### config.mk
export PLATFORM = sky130hd
export DESIGN_NAME = sync_nd_filt_c_ppp
export DESIGN_NICKNAME = d
export VERILOG_FILES = /design/src/rtl/sync_nd_filt_c_ppp.sv
export SDC_FILE = /design/constraint.sdc
export NUM_CORES = 1
export LEC_CHECK = 0
export BUFFER_PORTS_ARGS = -buffer_cell sky130_fd_sc_hd__buf_2
export CORE_AREA = 2 2 39 41
export CTS_CLUSTER_DIAMETER = 40
export DETAILED_ROUTE_END_ITERATION = 6
export DIE_AREA = 0 0 41 43
export PLACE_DENSITY_LB_ADDON = 0.08
export SLEW_MARGIN = 20
export SYNTH_ARGS = -nofsm -noshare
export SYNTH_HDL_FRONTEND = slang
export SYNTH_SLANG_ARGS = --single-unit
### constraint.sdc
create_clock -name clk -period 2.2 [get_ports clk]
set_clock_uncertainty 0.05 [all_clocks]
set_input_delay 0.33 -clock clk [delete_from_list [all_inputs] [get_ports clk]]
set_output_delay 0.33 -clock clk [all_outputs]
set_load 0.01 [all_outputs]
### src/rtl/sync_nd_filt_c_ppp.sv
// Multi-bit level synchroniser: per-bit flop chain, optional stability filter,
// and single-cycle rise/fall pulses on the filtered level. Bits are fully independent.
module sync_nd_filt_c_ppp #(
  parameter int unsigned      WIDTH    = 4,
  parameter int unsigned      STAGES   = 3,
  parameter logic [WIDTH-1:0] RST_VAL  = '0,
  parameter int unsigned      FILT_CNT = 0
) (
  input  logic             clk,
  input  logic             clr_,
  input  logic [WIDTH-1:0] d,
  output logic [WIDTH-1:0] q,
  output logic [WIDTH-1:0] rise,
  output logic [WIDTH-1:0] fall,
  output logic             chg
);

  if (STAGES < 2) begin : g_stages_chk
    $error("sync_nd_filt_c_ppp: STAGES must be >= 2");
  end

  // Chain flops feed nothing but the next stage; tools must keep them as sync cells.
  (* ASYNC_REG = "TRUE" *) logic [STAGES-1:0][WIDTH-1:0] sync_q;

  always_ff @(posedge clk or negedge clr_) begin
    if (!clr_) begin
      sync_q <= {STAGES{RST_VAL}};
    end else begin
      sync_q <= {sync_q[STAGES-2:0], d};
    end
  end

  logic [WIDTH-1:0] synced;
  logic [WIDTH-1:0] q_lvl;
  logic [WIDTH-1:0] q_prev_q;

  assign synced = sync_q[STAGES-1];

  if (FILT_CNT == 0) begin : g_bypass
    assign q_lvl = synced;
  end else begin : g_filt
    localparam int unsigned      CNT_W  = (FILT_CNT < 2) ? 1 : $clog2(FILT_CNT + 1);
    localparam logic [CNT_W-1:0] CntMax = CNT_W'(FILT_CNT - 1);

    logic [WIDTH-1:0][CNT_W-1:0] cnt_q, cnt_d;
    logic [WIDTH-1:0]            lvl_q, lvl_d;

    // A bit's level only moves after the synced value disagrees for FILT_CNT cycles in a row.
    always_comb begin
      lvl_d = lvl_q;
      cnt_d = cnt_q;
      for (int i = 0; i < WIDTH; i++) begin
        if (synced[i] == lvl_q[i]) begin
          cnt_d[i] = '0;
        end else if (cnt_q[i] == CntMax) begin
          lvl_d[i] = synced[i];
          cnt_d[i] = '0;
        end else begin
          cnt_d[i] = cnt_q[i] + CNT_W'(1);
        end
      end
    end

    always_ff @(posedge clk or negedge clr_) begin
      if (!clr_) begin
        lvl_q <= RST_VAL;
        cnt_q <= '0;
      end else begin
        lvl_q <= lvl_d;
        cnt_q <= cnt_d;
      end
    end

    assign q_lvl = lvl_q;
  end

  always_ff @(posedge clk or negedge clr_) begin
    if (!clr_) begin
      q_prev_q <= RST_VAL;
    end else begin
      q_prev_q <= q_lvl;
    end
  end

  assign q    = q_lvl;
  assign rise = q_lvl & ~q_prev_q;
  assign fall = ~q_lvl & q_prev_q;
  assign chg  = |(rise | fall);

endmodule

==> flow_summary.json, run 1 <==
{
  "layout-drive-gt1-share_pct": 39.3,
  "cp.arrival_ns": 1.24,
  "overflow": 0,
  "synth_top_area_share_pct": 70.6,
  "powerDensity_nw_per_um2": 778,
  "synth_top_family_by_area": "adder cells",
  "power_mw": 0.539,
  "rsz0062_at_grt": "false",
  "yosysTopAreaCell": "dfrtp_1",
  "preCtsSetupSlack_ns": 0.872,
  "grt_max_degree": 17,
  "yosysUniqueCellTypes": 5,
  "cts_max_path_buffers": 2,
  "ys_ff_latch": 16,
  "critPathKind": "reg2out",
  "cts_tree": "done",
  "post-route-period-util_pct": 73.8,
  "antenna_found_initial": 0,
  "syn_area_per_cell_sq_um": 15.3,
  "fin_area_sq_um": 693,
  "synth_nets": 51,
  "cp_max_fo": 4,
  "fmax_mhz": 616,
  "cp.required_ns": 1.82,
  "maxSlewViolCount": 0,
  "final_util_pct": 50.1,
  "drt_iter0_markers": 0,
  "synth_compound_area_share_pct": 0,
  "first_pass_iters": 1,
  "fin_crit_ns": 1.62,
  "cts_buffers": 3,
  "insertion_delay_ns": 0.27,
  "cts_root_buf": "clkbuf_4",
  "wl_per_cell_um": 9.19,
  "synth_area_sq_um": 567,
  "pin_count": 19,
  "drv_cap": 0,
  "grt_pass1_vias": 267,
  "finalNonFillerCells": 72,
  "antenna_left": 0,
  "end_kind": "output port",
  "port_buffers": 18,
  "hold_ws_ns": 0.104,
  "die_area_sq_um": 1760,
  "dp_cells": 67,
  "gp_congestion": 0.514,
  "ys_seq_area_share_pct": 70.6,
  "peakVddDrop_v": 0.000423,
  "core_area_sq_um": 1380,
  "synthXorXnorAreaFrac_pct": 0,
  "hp-class": "in2reg",
  "initial_core_util_pct": 41.0,
  "syn_to_final_growth_pct": 22.3,
  "yosys-top-cells-area": "dfrtp_1, ha_1, buf_4",
  "status": "finished, final reports clean",
  "dieWidth_um": 41,
  "slew_headroom_pct": 77.9,
  "n_antenna_cell": 0,
  "htree_levels": 1,
  "grt_pass1_wl_um": 1050,
  "setup_violations": 0,
  "post_cts_buffers": 0,
  "vias_per_cell": 4.17,
  "post-dp-hpwl_um": 523,
  "nNetsFinal": 71,
  "tns_ns": 0,
  "num_rows": 14,
  "cp-start-kind": "register",
  "drc": 0,
  "grt_use_total_pct": 9.57,
  "final_hold_viol_count": 0,
  "setup_ws_ns": 0.576,
  "clock-sinks": 16,
  "path_clk_slew_ns": 0.09,
  "die_h_um": 43,
  "max_slew.worst_pin.slew_ns": 0.332,
  "place_area_sq_um": 647,
  "p_leak_nw": 0.393,
  "synthSimpleGateAreaFrac_pct": 1.10,
  "vias": 300,
  "drt_wl_total_um": 662,
  "synth.area.mux_share_pct": 0,
  "cts_resized": 0,
  "yosys.area_share.adder_pct": 17.7,
  "ys_warn_count": 0,
  "syn_inst": 37
}
path summary, 6_finish.rpt:
path	cells past startpoint	slack (ns)	startpoint	to
max in group asynchronous	2	1.43	clr_	q_prev_q[2]
max reg2reg	0	1.61	q[3]	q_prev_q[3]
min in group asynchronous	2	0.43	clr_	sync_q[3]
min reg2reg	0	0.30	sync_q[7]	q[3]
max	4	0.58	q[1]	chg
min	1	0.10	d[0]	sync_q[0]
critical path, stage by stage (launching register included):
cell and delay, ns:
dfrtp_1 0.40, inv_1 0.06, ha_1 0.30, nand4_1 0.09, buf_2 0.13
timing repair:
item                                    4_1_cts  5_1_grt
hold endpoints to repair                     16        0
endpoints found under the setup margin        0        0
hold buffers                                  1        0
state kept, by name, summed over array words and instances (netlist names):
register  cells
q_prev_q      4
sync_q        8
q             4
cells by family (layout without fill, tap and decap cells):
| kind of cell | after synthesis | after routing |
|---|---|---|
| adder cells (fa/ha/maj) | 8 | 8 |
| buffers and inverters | 12 | 31 |
| flip-flops | 16 | 16 |
| AND/OR/NAND/NOR | 1 | 1 |
where the power goes:
group	total (mW)	internal, mW	switching [mW]
clock network	0.184	0.101	0.0832
registers	0.316	0.309	0.00747
logic	0.0393	0.0172	0.0221
total	0.539	0.426	0.113
cells in the final DEF, fill, tap and decap left out:
cell type,synthesis,routed
buf_2,0,18
dfrtp_1,16,16
inv_1,8,8
ha_1,8,8
clkbuf_4,0,3
nand4_1,1,1
clkbuf_8,0,1
dlygate4sd3_1,0,1
cell usage after synthesis, drive strengths merged:
master and instances:
inv 8, dfrtp 16, ha 8, buf 4
nand4 1
cell type report:
| type | count | area, sq um |
|---|---|---|
| fillers | 120 | 691 |
| flip-flops and latches | 16 | 400 |
| multi-input cells | 9 | 106 |
| repair buffers | 19 | 100 |
| clock buffers | 4 | 36.3 |
| inverters | 8 | 30.0 |
| well taps | 16 | 20.0 |
per-layer routing:
layer | share of wire (%) | track usage, % | vias up
met1 | 42 | 10.9 | 142
met3 | 8.9 | 3.14 | 0
met5 | 0 | 0 | -
li1 | - | - | 144
met4 | 0 | 8.00 | 0
met2 | 49 | 13.8 | 14
Power figures use the tool's default switching activity.
==> inputs of run 2 (changes only) <==
clock period = 1.5 ns   (was 2.2 ns; I/O delays follow)
==> run 2 against run 1 <==
- clock-buffer cell count did not move
- first-iteration DRC count unchanged
- design area rose by 14%
- critical path depth is 1 lower
- wire length is 17% higher
- die area did not move
- utilization up 6.9 points
- sequential power up 47%
- global-route usage up 0.62 points
- critical path type unchanged
- highest routed layer unchanged
==> flow_summary.json, run 2 (synthesis gave the netlist of run 1 again) <==
{
  "status": "finished, final reports clean",
  "rrSetupSlack_ns": 0.81,
  "final_hold_viol_count": 0,
  "nNetsFinal": 79,
  "cp.required_ns": 1.22,
  "switching_share_pct": 21.1,
  "insertion_delay_ns": 0.27,
  "worst_path_largest_cell_delay_ns": 0.42,
  "drc": 0,
  "clock-sinks": 16,
  "overflow": 0,
  "final_common_cell": "buf_2",
  "num_rows": 14,
  "crit_slowest_cell": "dfrtp_1",
  "wl_per_cell_um": 9.65,
  "final_cell_mix": "buf_2, dfrtp_1, inv_1, ha_1, dlygate4sd3_1",
  "antenna_found_initial": 0,
  "combPwrFrac_pct": 10.0,
  "vias": 326,
  "preCtsSetupSlack_ns": 0.277,
  "post-route-period-util_pct": 97.8,
  "reg2reg_from": "q[2]",
  "intPower_mw": 0.642,
  "largest_reg_flops": 8,
  "cp.arrival_ns": 1.19,
  "setup_violations": 0,
  "hp-class": "reg2reg",
  "startpoint": "q_prev_q[2]",
  "maxSlewViolCount": 0,
  "tns_ns": 0,
  "grt_use_total_pct": 10.2,
  "dieWidth_um": 41,
  "end_kind": "output port",
  "pin_count": 19,
  "htree_levels": 1,
  "fmax_mhz": 682,
  "n_antenna_cell": 0,
  "fin_area_sq_um": 788,
  "p_leak_nw": 0.427,
  "cp-start-kind": "register",
  "drt_iter0_markers": 0,
  "grt_pass1_vias": 299,
  "post-dp-hpwl_um": 523,
  "drt_wl_total_um": 772,
  "fin_crit_ns": 1.47,
  "rr_endpoint": "q_prev_q[2]",
  "crit_end": "chg",
  "cts_root_buf": "clkbuf_4",
  "first_pass_iters": 1,
  "cts_max_path_buffers": 2,
  "cts_buffers": 3,
  "critPathKind": "reg2out",
  "rr_worst_depth": 1,
  "path_clk_slew_ns": 0.09,
  "grt_pass1_wl_um": 1130,
  "setup_ws_ns": 0.0334,
  "drv_cap": 0,
  "max_slew.worst_pin.slew_ns": 0.333,
  "powerDensity_nw_per_um2": 1030,
  "cts_tree": "done",
  "pwr-share-seq_pct": 56.9,
  "slew_headroom_pct": 77.8,
  "crit_chain": "ha_4 > nand4_1 > buf_2",
  "regMostFlops": "sync_q",
  "layout-drive-gt1-share_pct": 46.9,
  "hold_ws_ns": 0.302,
  "power_mw": 0.814,
  "grt_max_degree": 17,
  "initial_core_util_pct": 41.0,
  "worstHoldStart": "sync_q[7]",
  "cp_max_fo": 2,
  "gp_congestion": 0.514,
  "rsz0062_at_grt": "true",
  "core_area_sq_um": 1380,
  "antenna_left": 0,
  "syn_to_final_growth_pct": 39.1,
  "vias_per_cell": 4.08,
  "p_clk_share_pct": 33.1,
  "port_buffers": 18,
  "peakVddDrop_v": 0.000616,
  "switchingPower_mw": 0.172,
  "place_area_sq_um": 647,
  "die_area_sq_um": 1760,
  "die_h_um": 43
}
-- run 2: layout make-up --
cell class,instances,area (sq um)
Multi-Input combinational cell,9,131
Sequential cell,16,400
Inverter,8,30.0
Clock buffer,4,36.3
Fill cell,114,596
Timing Repair Buffer,27,170
Tap cell,16,20.0
-- run 2: critical path, delay by kind of cell, from the launching register on --
kind	cells	cell delay, ns
buffers and inverters	1	0.14
adder cells (fa/ha/maj)	1	0.27
AND/OR/NAND/NOR	1	0.08
flip-flops	1	0.42
-- run 2: how the worst min path moves through the flow --
stage	to	slack, ns	cells past startpoint
final	q[3]	0.30	0
after global routing	q[3]	0.31	0
after CTS	q[1]	0.31	0
after detailed placement	sync_q[2]	0.1	1
after global placement	sync_q[3]	0.08	1
after floorplan	q[0]	-0.12	0
-- run 2: routing by layer --
layer	GRT usage, %	vias up	share of wire, %
met1	11.6	153	40
met3	3.14	0	7.5
met4	8.00	0	0
li1	-	159	-
met5	0	-	0
met2	15.0	14	52
-- run 2: metrics by stage --
stage | util [%] | cells
4_1_cts | 55.2 | 80
3_5_place_dp | 46.7 | 67
6_report | 57.0 | 80
3_3_place_gp | 46.7 | 67
2_1_floorplan | - | 37
5_1_grt | 57.0 | 80
-- run 2: timing repair --
action / 4_1_cts / 5_1_grt
gates resized for setup: 0 / 4
hold buffers: 5 / 0
endpoints found under the setup margin: 1 / 1
buffers inserted: 4 / 0
endpoints found under the hold margin: 20 / 0
gates cloned: 0 / 0
pin swaps: 0 / 5
-- run 2: power by group through the flow --
stage | sequential, mW | combinational, mW | clock, mW
6_report | 0.463 | 0.0810 | 0.270
5_1_grt | 0.466 | 0.0962 | 0.313
4_1_cts | 0.461 | 0.0791 | 0.282
3_3_place_gp | 0.471 | 0.0566 | 0
2_1_floorplan | 0.470 | 0.0354 | 0
3_5_place_dp | 0.473 | 0.0582 | 0
